File: src/rtl/uart_tx_arbiter.sv
// Round-robin arbiter sharing one UART transmitter among four byte requesters.
// Define UART_TX_ARBITER_TIMEOUT_EN to compile in the transfer watchdog.
module uart_tx_arbiter #(
  parameter int unsigned NUM_REQ        = 4,
  parameter int unsigned TIMEOUT_CYCLES = 10416
) (
  input  logic                 clk,
  input  logic                 rst_n,
  input  logic [NUM_REQ-1:0]   req_valid,
  input  logic [8*NUM_REQ-1:0] req_data,
  output logic [NUM_REQ-1:0]   req_ack,
  output logic [NUM_REQ-1:0]   req_done,
  output logic [7:0]           tx_data,
  output logic                 tx_valid,
  input  logic                 tx_busy,
  input  logic                 tx_done,
  output logic [1:0]           grant_id,
  output logic                 arb_busy,
  output logic                 timeout_err
);

  if (TIMEOUT_CYCLES < 2 || TIMEOUT_CYCLES > 65535) begin : g_bad_timeout
    $error("TIMEOUT_CYCLES must lie in 2..65535");
  end

  typedef enum logic [1:0] {StIdle, StLaunch, StWaitBusy, StWaitDone} state_e;

  state_e     state_q;
  logic [1:0] ptr_q;
  logic [1:0] win;
  logic       found;

  // First requester at or after the pointer, wrapping 3 -> 0.
  always_comb begin
    win   = ptr_q;
    found = 1'b0;
    for (int k = 0; k < 4; k++) begin
      logic [1:0] idx;
      idx = ptr_q + 2'(k);
      if (!found && req_valid[idx]) begin
        found = 1'b1;
        win   = idx;
      end
    end
  end

  assign arb_busy = (state_q != StIdle);

`ifdef UART_TX_ARBITER_TIMEOUT_EN
  // Expiry lands exactly TIMEOUT_CYCLES cycles after the LAUNCH cycle.
  localparam logic [15:0] WdLast = 16'(TIMEOUT_CYCLES - 2);
  logic [15:0] wd_q;
`else
  assign timeout_err = 1'b0;
`endif

  always_ff @(posedge clk or negedge rst_n) begin
    if (!rst_n) begin
      state_q     <= StIdle;
      ptr_q       <= 2'd0;
      tx_valid    <= 1'b0;
      tx_data     <= 8'd0;
      grant_id    <= 2'd0;
      req_ack     <= '0;
      req_done    <= '0;
`ifdef UART_TX_ARBITER_TIMEOUT_EN
      timeout_err <= 1'b0;
      wd_q        <= 16'd0;
`endif
    end else begin
      req_ack     <= '0;
      req_done    <= '0;
      tx_valid    <= 1'b0;
`ifdef UART_TX_ARBITER_TIMEOUT_EN
      timeout_err <= 1'b0;
`endif
      unique case (state_q)
        StIdle: begin
          if (found && !tx_busy) begin
            state_q  <= StLaunch;
            tx_data  <= req_data[{win, 3'b000} +: 8];
            grant_id <= win;
            req_ack  <= NUM_REQ'(1) << win;
            tx_valid <= 1'b1;
            ptr_q    <= win + 2'd1;
`ifdef UART_TX_ARBITER_TIMEOUT_EN
            wd_q     <= 16'd0;
`endif
          end
        end
        StLaunch: state_q <= StWaitBusy;
        StWaitBusy, StWaitDone: begin
          // A completion seen before busy means the busy pulse was missed.
          if (tx_done) begin
            state_q  <= StIdle;
            req_done <= NUM_REQ'(1) << grant_id;
`ifdef UART_TX_ARBITER_TIMEOUT_EN
          end else if (wd_q == WdLast) begin
            state_q     <= StIdle;
            timeout_err <= 1'b1;
`endif
          end else begin
            if (state_q == StWaitBusy && tx_busy) state_q <= StWaitDone;
`ifdef UART_TX_ARBITER_TIMEOUT_EN
            wd_q <= wd_q + 16'd1;
`endif
          end
        end
        default: state_q <= StIdle;
      endcase
    end
  end

endmodule

File: config.mk
export PLATFORM = sky130hd
export DESIGN_NAME = uart_tx_arbiter
export DESIGN_NICKNAME = d
export VERILOG_FILES = /design/src/rtl/uart_tx_arbiter.sv
export SDC_FILE = /design/constraint.sdc
export NUM_CORES = 1
export LEC_CHECK = 0
export CAP_MARGIN = 20
export CORE_MARGIN = 5
export CORE_UTILIZATION = 42
export CTS_CLUSTER_SIZE = 8
export DETAILED_ROUTE_END_ITERATION = 8
export MAX_ROUTING_LAYER = met4
export PLACE_DENSITY = 0.87
export SYNTH_ARGS = -nofsm -noshare
export SYNTH_HDL_FRONTEND = slang
export SYNTH_SLANG_ARGS = --single-unit
File: constraint.sdc
create_clock -name clk -period 3.03 [get_ports clk]
set_input_delay 0.4545 -clock clk [delete_from_list [all_inputs] [get_ports clk]]
set_output_delay 0.4545 -clock clk [all_outputs]
set_load 0.01 [all_outputs]
==> metrics, run 1 <==
hold_ws=0.334 ns; core area=2710 um^2; syn_area_per_cell=11.1 um^2; final hold violations=0; DR WL met2=1520 um; prevailing post-synth register cell=dfrtp_1; Slew Viols, Final=0; via density per instance=5.24; routed vias=1028; Yosys top cell by area=dfrtp_1; Syn-to-layout area delta=56.2%; Post-synth EDFFs=0; post-synthesis cell type count=33; share of cells above drive strength 1=7.88%; Crit Path Class=in -> reg; sequential element share of the synthesized area=49.7%; Post-CTS Setup Bufs=0; synthesized area=1160 um^2; Top Metal Used=met4; clk slew on worst S/H paths=0.13 ns; post-synthesis cell count=104; RD Place Congestion=0.742; startpoint types=input port; endpoint class of the critical path=register; diode count=0; antenna-violating nets left=0; Total GRT Usage=16.5%; Tot Pwr=1.35 mW; per-cell routed wire length=15.5 um; hold_buf cts=0; Yosys reg bits=23; port bufs=59; H-tree levels=1; Slew @ Worst Pin=0.754 ns; top post-synthesis cells by count=dfrtp_1 (23), mux2i_1 (16), nor2_1 (15), a221oi_1 (8), nand2_1 (4); CP arrival=2.31 ns; vias in the first global route=1154; clk buf depth=2; post-layout util=66.8%; total grt overflow=0; first-pass GRT wire length=5130 um; CTS tree=yes; DP HPWL=2380 um; status=finished, final reports clean; Synth area leaders=dfrtp_1 (50%), mux2i_1 (14%), a221oi_1 (6.0%); Crit Path Max Fanout=17; crit path setup slack, layout=0.957 ns; # fillers=232; PwrDens=747 nW/um^2; Post-Layout Inst Area=1810 um^2; Cell Count, Final, Fillers Out=196; syn nets=144; placed cells=191; TritonRoute pass-1 iters=4; Routed Wire Length=3030 um; Clock Skews=0.00243 ns; Post-DP Area=1750 um^2; VDD IR max=0.531 mV; Synth Warn #=0; clock latency at the later pin of the worst-skew pair=0.33 ns; Boundary Pins=61; FF-to-FF path depth=6; most frequent cell after synthesis=dfrtp_1; fin nets=206; FF-to-FF End=req_ack[3]$_DFF_PN0_; post-CTS sizing=0; Die Wd=62.5 um; Std-Cell Rows=19; Setup WS pre-CTS=0.561 ns; worst r2r src=ptr_q[0]$_DFFE_PN0P_; Die Y=62.5 um; Worst Hold Class=in -> async; Max Cap Viol=0; max frequency=0.482 GHz; final setup vio count=0; 1st-iter DRT viols=26; leakage=0.782 nW; Rel. slew slack=49.8%; area share of the largest cell type after synthesis=49.7%; Final Critical Period=2.07 ns; largest net degree at the start of global routing=24; TritonCTS Buffers=3; DRC=0; area of the die=3910 um^2; RSZ-0062 raised after global routing=no; Setup TNS=0 ns; clock sink count=23; R2R setup slack=1.11 ns; initial core utilization=42.8%; metal3 WL=200 um; Post-synth ARST share=100%; clock root cell=clkbuf_4; antenna violations before repair=0; crit share post-route=68.4%; critical path data required time=3.27 ns; Metal-1 WL=1250 um
[worst max path at each step]
stage	start	to	slack, ns	cells past startpoint
2_1_floorplan	req_valid[2]	tx_data[0]$_DFFE_PN0P_	1.43	6
3_3_place_gp	req_valid[0]	req_ack[3]$_DFF_PN0_	0.67	7
3_5_place_dp	req_valid[0]	tx_data[1]$_DFFE_PN0P_	0.56	6
4_1_cts	req_valid[0]	tx_data[1]$_DFFE_PN0P_	0.93	6
5_1_grt	req_valid[0]	tx_data[7]$_DFFE_PN0P_	0.83	6
6_report	req_valid[0]	req_ack[3]$_DFF_PN0_	0.96	7
[kinds of logic (layout without fill, tap and decap cells)]
kind of cell    Yosys count  count (layout)  synth area share (%)
simple gates             38              38                  16.8
flops                    23              23                  49.7
compound gates           18              18                  13.8
mux                      16              16                  13.8
buf+inv                   7              68                  4.75
other cells               1               1                 0.324
xor+xnor                  1               1                 0.756
[final cells by class]
| type | instances | area (um^2) | share of cell area (%) |
|---|---|---|---|
| clock inverters | 1 | 7.51 | 0.415 |
| repair buffers | 61 | 626 | 34.6 |
| flip-flops and latches | 23 | 576 | 31.8 |
| well taps | 31 | 38.8 | 2.14 |
| clock buffers | 3 | 22.5 | 1.24 |
| inverters | 3 | 11.3 | 0.622 |
| multi-input cells | 74 | 528 | 29.2 |
[state kept, by name, indices dropped and copies added (netlist names)]
register  count
ptr_q         2
tx_valid      1
req_ack       4
state_q       2
req_done      4
tx_data       8
grant_id      2
[power by group]
group | leakage (nW) | total [mW] | switching [mW] | internal (mW)
Combinational | 0.484 | 0.694 | 0.315 | 0.379
Sequential | 0.284 | 0.505 | 0.0878 | 0.417
Clock | 0.0139 | 0.152 | 0.101 | 0.0507
Total | 0.782 | 1.35 | 0.504 | 0.847
[worst max-delay path, stage by stage]
cell and delay, ns:
clkdlybuf4s50_1 0.54, nor2b_1 0.08, a2bb2oi_2 0.14, o221ai_4 0.60, buf_4 0.26, nor2_1 0.07, and2_1 0.17
[routing by layer]
metal / vias to the layer above / GRT usage [%]
li1: 494 / -
met1: 479 / 18.0
met2: 50 / 26.9
met3: 5 / 5.76
met4: 0 / 7.43
met5: - / -
[cells in the final DEF (no fill, tap or decap), drive strengths merged, types with 2 or more instances in the layout]
cell,synthesis,routed
o21ai,5,5
nor2,16,16
inv,3,3
buf,4,2
clkdlybuf4s50,0,59
nor2b,2,2
nand2b,2,2
nor3,3,3
clkbuf,0,3
mux2i,16,16
a21o,2,2
and2,2,2
a221oi,8,8
dfrtp,23,23
nand2,5,5
No activity file was read; power rests on OpenSTA's default activity.
==> run 2, diff against run 1 <==
CORE_UTILIZATION = 39   (was 42)
PLACE_DENSITY = 0.82   (was 0.87)
clock period = 2.1 ns   (was 3.03 ns; I/O delays follow)
==> metrics, run 2 (synthesized netlist as in run 1, its figures left out) <==
Syn-to-layout area delta=55.9%; Tot Pwr=1.96 mW (+45%); max FFs per register=8 (unchanged); vias in the first global route=1088 (-5.7%); Switching Fraction=36.5% (-0.79 points); VDD IR max=0.520 mV (-2.2%); antenna violations before repair=0 (unchanged); endpoint class of the critical path=primary output; Final Critical Period=1.84 ns; fin nets=207 (+0.49%); clock latency at the later pin of the worst-skew pair=0.31 ns (-0.02 ns); total grt overflow=0 (unchanged); Power Internal=1.24 mW (+47%); worst r2r src=ptr_q[0]$_DFFE_PN0P_; Clock Skews=0.00102 ns (-0.00141 ns); TritonRoute pass-1 iters=4 (unchanged); routed vias=1034 (+0.58%); via density per instance=5.25 (about the same); met2 Usage GRT=25.8% (-1.2 points); initial core utilization=41.3% (-1.4 points); core area=2810 um^2 (+3.5%); CP arrival=1.53 ns (-0.78 ns); Clock Power Share=10.4% (-0.9 points); critical path data required time=1.78 ns (-1.49 ns); clock sink count=23 (unchanged); clk buf depth=2 (unchanged); Boundary Pins=61 (unchanged); Die Wd=64.5 um (+3.2%); Cell Count, Final, Fillers Out=197 (+0.51%); met3 usage=4.32% (-1.4 points); leakage=0.787 nW (+0.67%); port bufs=59 (unchanged); clk slew on worst S/H paths=0.12 ns (about the same); max frequency=0.543 GHz; Std-Cell Rows=19 (unchanged); CTS tree=yes; R2R setup slack=0.44 ns (-0.67 ns); first-pass GRT wire length=4770 um (-7.0%); met1 Usage GRT=16.3% (-1.7 points); largest register by flop count=tx_data; most common cell after layout, fill and taps aside=clkdlybuf4s50_1; Max Cap Viol=0 (unchanged); status=finished, final reports clean; Post-CTS Setup Bufs=0 (unchanged); FF-to-FF path depth=6 (unchanged); top flop regs=tx_data x8, req_ack x4, req_done x4; diode count=0 (unchanged); NetSw=715 uW (+42%); placed cells=193 (+1.0%); Routed Wire Length=2870 um (-5.3%); antenna-violating nets left=0 (unchanged); gr busiest metal=met2; final setup vio count=0 (unchanged); clock root cell=clkbuf_4; post-CTS sizing=0 (unchanged); 1st-iter DRT viols=27 (+3.8%); startpoint types=register; FF-to-FF End=tx_data[1]$_DFFE_PN0P_; most frequent cells in the layout=clkdlybuf4s50_1 (59), dfrtp_1 (23), mux2i_1 (16); Crit Path Max Fanout=6 (-11); share of cells above drive strength 1=8.43% (+0.55 points); Crit Path Class=reg -> out; Logic pwr share=52.6% (+1.2 points); Slew Viols, Final=0 (unchanged); crit share post-route=87.7%; Die Y=64.5 um (+3.2%); hold_buf cts=0 (unchanged); DP HPWL=2320 um (-2.2%); Total GRT Usage=15.0% (-1.5 points); per-cell routed wire length=14.6 um (-5.8%); Reg power frac=37.0% (-0.4 points); DRC=0 (unchanged); RSZ-0062 raised after global routing=no; H-tree levels=1 (unchanged); TritonCTS Buffers=3 (unchanged); largest net degree at the start of global routing=24 (unchanged); Worst Hold Class=in -> async; area of the die=4160 um^2 (+6.5%); PwrDens=1080 nW/um^2 (+45%); final hold violations=0 (unchanged); RD Place Congestion=0.744 (+0.27%)
==> run 2: metrics by stage <==
| stage | TNS [ns] | utilization, % | setup slack (ns) | cell area (um^2) | hold WS [ns] |
|---|---|---|---|---|---|
| floorplan | 0 | - | 0.583 | 1160 | 0.0194 |
| finish | 0 | 64.4 | 0.258 | 1810 | 0.330 |
| CTS | 0 | 64.4 | 0.241 | 1810 | 0.338 |
| detailed placement | -0.0139 | 63.4 | -0.0139 | 1780 | 0.504 |
| global placement | 0 | 63.4 | 0.105 | 1780 | 0.492 |
| global route | 0 | 64.4 | 0.197 | 1810 | 0.346 |
==> run 2: layout make-up <==
cell class	count	area [um^2]
inverters	3	11.3
flip-flops and latches	23	576
well taps	31	38.8
clock inverters	1	5.00
fillers	236	998
clock buffers	3	22.5
multi-input cells	74	528
repair buffers	62	626
==> run 2: worst max-delay path by stage <==
stage | from | endpoint | cells past startpoint
final | state_q[1]$_DFFE_PN0P_ | arb_busy | 2
after global placement | req_valid[2] | tx_data[3]$_DFFE_PN0P_ | 7
after floorplan | ptr_q[0]$_DFFE_PN0P_ | tx_data[0]$_DFFE_PN0P_ | 6
after CTS | state_q[1]$_DFFE_PN0P_ | arb_busy | 2
after global routing | state_q[1]$_DFFE_PN0P_ | arb_busy | 2
after detailed placement | req_valid[2] | tx_data[1]$_DFFE_PN0P_ | 7
==> run 2: worst max-delay path, stage by stage (launching register included) <==
cell and delay [ns]:
dfrtp_1 0.45, or2_2 0.28, clkdlybuf4s50_1 0.48
==> run 2: power by group through the flow <==
stage               Sequential (mW)  Combinational [mW]  Clock, mW
floorplan                     0.769               0.539          0
global placement              0.727                1.00          0
detailed placement            0.732                1.04          0
CTS                           0.724                1.04      0.213
global route                  0.751                1.11      0.233
finish                        0.724                1.03      0.204
==> run 2: per-layer routing <==
| metal | vias up | routed length, um | part of all wire, % |
|---|---|---|---|
| li1 | 497 | - | - |
| met1 | 478 | 1140 | 40 |
| met2 | 52 | 1400 | 49 |
| met3 | 7 | 270 | 9.4 |
| met4 | 0 | 63 | 2.2 |
| met5 | - | 0 | 0 |
==> RTL edit, RTL diff (settings of run 1) <==
Change the parameter `NUM_REQ` from 4 to 8.
--- a/src/rtl/uart_tx_arbiter.sv
+++ b/src/rtl/uart_tx_arbiter.sv
@@ -2,5 +2,5 @@
 // Define UART_TX_ARBITER_TIMEOUT_EN to compile in the transfer watchdog.
 module uart_tx_arbiter #(
-  parameter int unsigned NUM_REQ        = 4,
+  parameter int unsigned NUM_REQ        = 8,
   parameter int unsigned TIMEOUT_CYCLES = 10416
 ) (
Interface: changed (resized req_ack, req_data, req_done and req_valid); port bits go from 61 to 105. No check against the original RTL was run, so the function may have changed too.
==> RTL edit against run 1 <==
Sequential share of layout area decreased by 1.5 points; largest cell class unchanged; critical path depth unchanged; fmax about the same; sequential cell count unchanged; final area rose by 4.9%; highest routed layer unchanged; power up 0.50%; die area grew 7.8%; wire length grew 5.2%; worst setup slack got worse by 0.96 ps; worst hold slack better by 5.0 ps; first-iteration DRC count up 23%; area after synthesis is 9.3% higher.
==> RTL edit: results (changes against run 1) <==
- Pin count of the biggest net entering global routing: 24 (unchanged)
- CP max stage delay: 590 ps
- Initial antenna violation count: 0 (unchanged)
- Worst EP arrival: 2260 ps (was 2310 ps)
- First-pass GRT wire length: 5016 µm (was 5126 µm)
- Ys flop type: dfrtp_1 (unchanged)
- Top flop regs: tx_data (8), req_ack (4), req_done (4) (unchanged)
- Post-synth EDFFs: 0 (unchanged)
- Class of the worst hold path: input port to asynchronous set/reset pin (unchanged)
- CP max FO: 10 (was 17)
- Antenna Cells: 0 (unchanged)
- Clock root buffer: clkbuf_4 (unchanged)
- Yosys Warn Count: 0 (unchanged)
- Die W: 64.91 µm (was 62.52 µm)
- Clock Pin Slew Worst Setup and Hold Paths: 130 ps (about the same)
- Wire per inst: 14.82 µm (was 15.45 µm)
- Clk_lat worst skew: around 320 ps
- Dominant cells by area after synthesis: dfrtp_1, a211oi_1, mux2i_1, and4_1, buf_4 (was dfrtp_1, mux2i_1, a221oi_1, nor2_1, o221ai_4)
- Leakage power: 0.7997 nW (was 0.7821 nW)
- Tot GR Track Use: 0.1572 (was 0.1650)
- Placed inst area: 1843 µm² (was 1752 µm²)
- Cts repair resizes: 0 (unchanged)
- Share of cells above drive strength 1: 0.08791 (was 0.07879)
- Count of different cell masters after synthesis: 33 (unchanged)
- Async SR Flop Fraction: 1.000 (unchanged)
- DR pass1 iterations: 4 (unchanged)
- Port buffer count: 59 (unchanged)
- Internal Power: 0.8575 mW (was 0.8466 mW)
- Layout net count: 259 (was 206)
- H-tree levels: 1 (unchanged)
- Final Hold Vio Count: 0 (unchanged)
- Global placement routability congestion: 0.7085 (was 0.7420)
- DR iter-0 viols: 32 (was 26)
- Vias: 1098 (was 1028)
- Post-CTS Setup Bufs: 0 (unchanged)
- Outcome: finished clean (unchanged)
- Clk_skew: 13.18 ps (was 2.427 ps)
- Sequential-to-total area share from yosys stat: 0.4545 (was 0.4968)
- CTS Buf Count: 3 (unchanged)
- Peak supply drop: 0.2409 mV (was 0.5314 mV)
- Maximum buffer depth of the clock tree: 2 (unchanged)
- DP Wirelength: 2566 µm (was 2378 µm)
- Top cells by instance count after synthesis: dfrtp_1, a211oi_1, nor2_1 (was dfrtp_1, mux2i_1, nor2_1)
- Slowest cell on crit path: clkdlybuf4s50_1 (was o221ai_4)
RTL edit: power by group through the flow:
| stage | combinational [mW] | sequential, mW | clock (mW) |
|---|---|---|---|
| floorplan | 0.372 | 0.537 | 0 |
| global placement | 0.694 | 0.503 | 0 |
| detailed placement | 0.715 | 0.512 | 0 |
| CTS | 0.716 | 0.505 | 0.145 |
| global route | 0.781 | 0.519 | 0.162 |
| finish | 0.714 | 0.504 | 0.139 |
RTL edit: path summary, 6_finish.rpt:
kind	from	cells after the start	slack, ps	to
min in group clk	grant_id[0]	1	530	req_done[2]
max in group asynchronous	rst_n	2	2320	req_done[0]
min	rst_n	1	340	state_q[0]
max	req_valid[3]	7	960	tx_data[2]
min reg2reg	grant_id[0]	1	530	req_done[2]
max reg2reg	state_q[0]	6	1030	tx_data[2]
RTL edit: metal layers:
layer	track usage	vias to the layer above	wire, µm
met5	-	-	0
met3	0.02080	4	171
met2	0.2797	44	1724
met1	0.1785	500	1256
li1	-	550	-
met4	0.06069	0	36
RTL edit: cell families (layout without fill, tap and decap cells):
kind of cell / count (synthesis) / in the layout / share of synthesized area
AOI/OAI and AO/OA: 28 / 28 / 0.1680
xor gates and xnor gates: 1 / 1 / 0.006918
buffers and inverters: 16 / 69 / 0.09091
DFF: 23 / 23 / 0.4545
muxes: 9 / 9 / 0.07214
other: 1 / 9 / 0.002962
and+or+nand+nor: 43 / 43 / 0.2045
RTL edit: through the flow:
step	cells	worst slack [ps]	hold slack (ps)
after detailed placement	210	645.0	513.5
after global placement	210	734.7	502.1
after global routing	215	866.5	320.1
final	215	956.5	338.5
after floorplan	129	1376	158.9
after CTS	214	985.6	529.5
RTL edit: area by class of cell:
cell class,instances,area [µm²]
timing repair buffer,63,640.6
multi-input combinational,90,605.6
tap,33,41.29
clock inverter,1,5.005
fill,254,1080
sequential,23,575.6
clock buffer,3,22.52
inverter,2,7.507
RTL edit: critical path: cells and delay by family:
family / cells / cell delay (ps)
AO/OA/AOI/OAI: 3 / 730
AND/OR/NAND/NOR: 2 / 260
buffers and inverters: 2 / 810
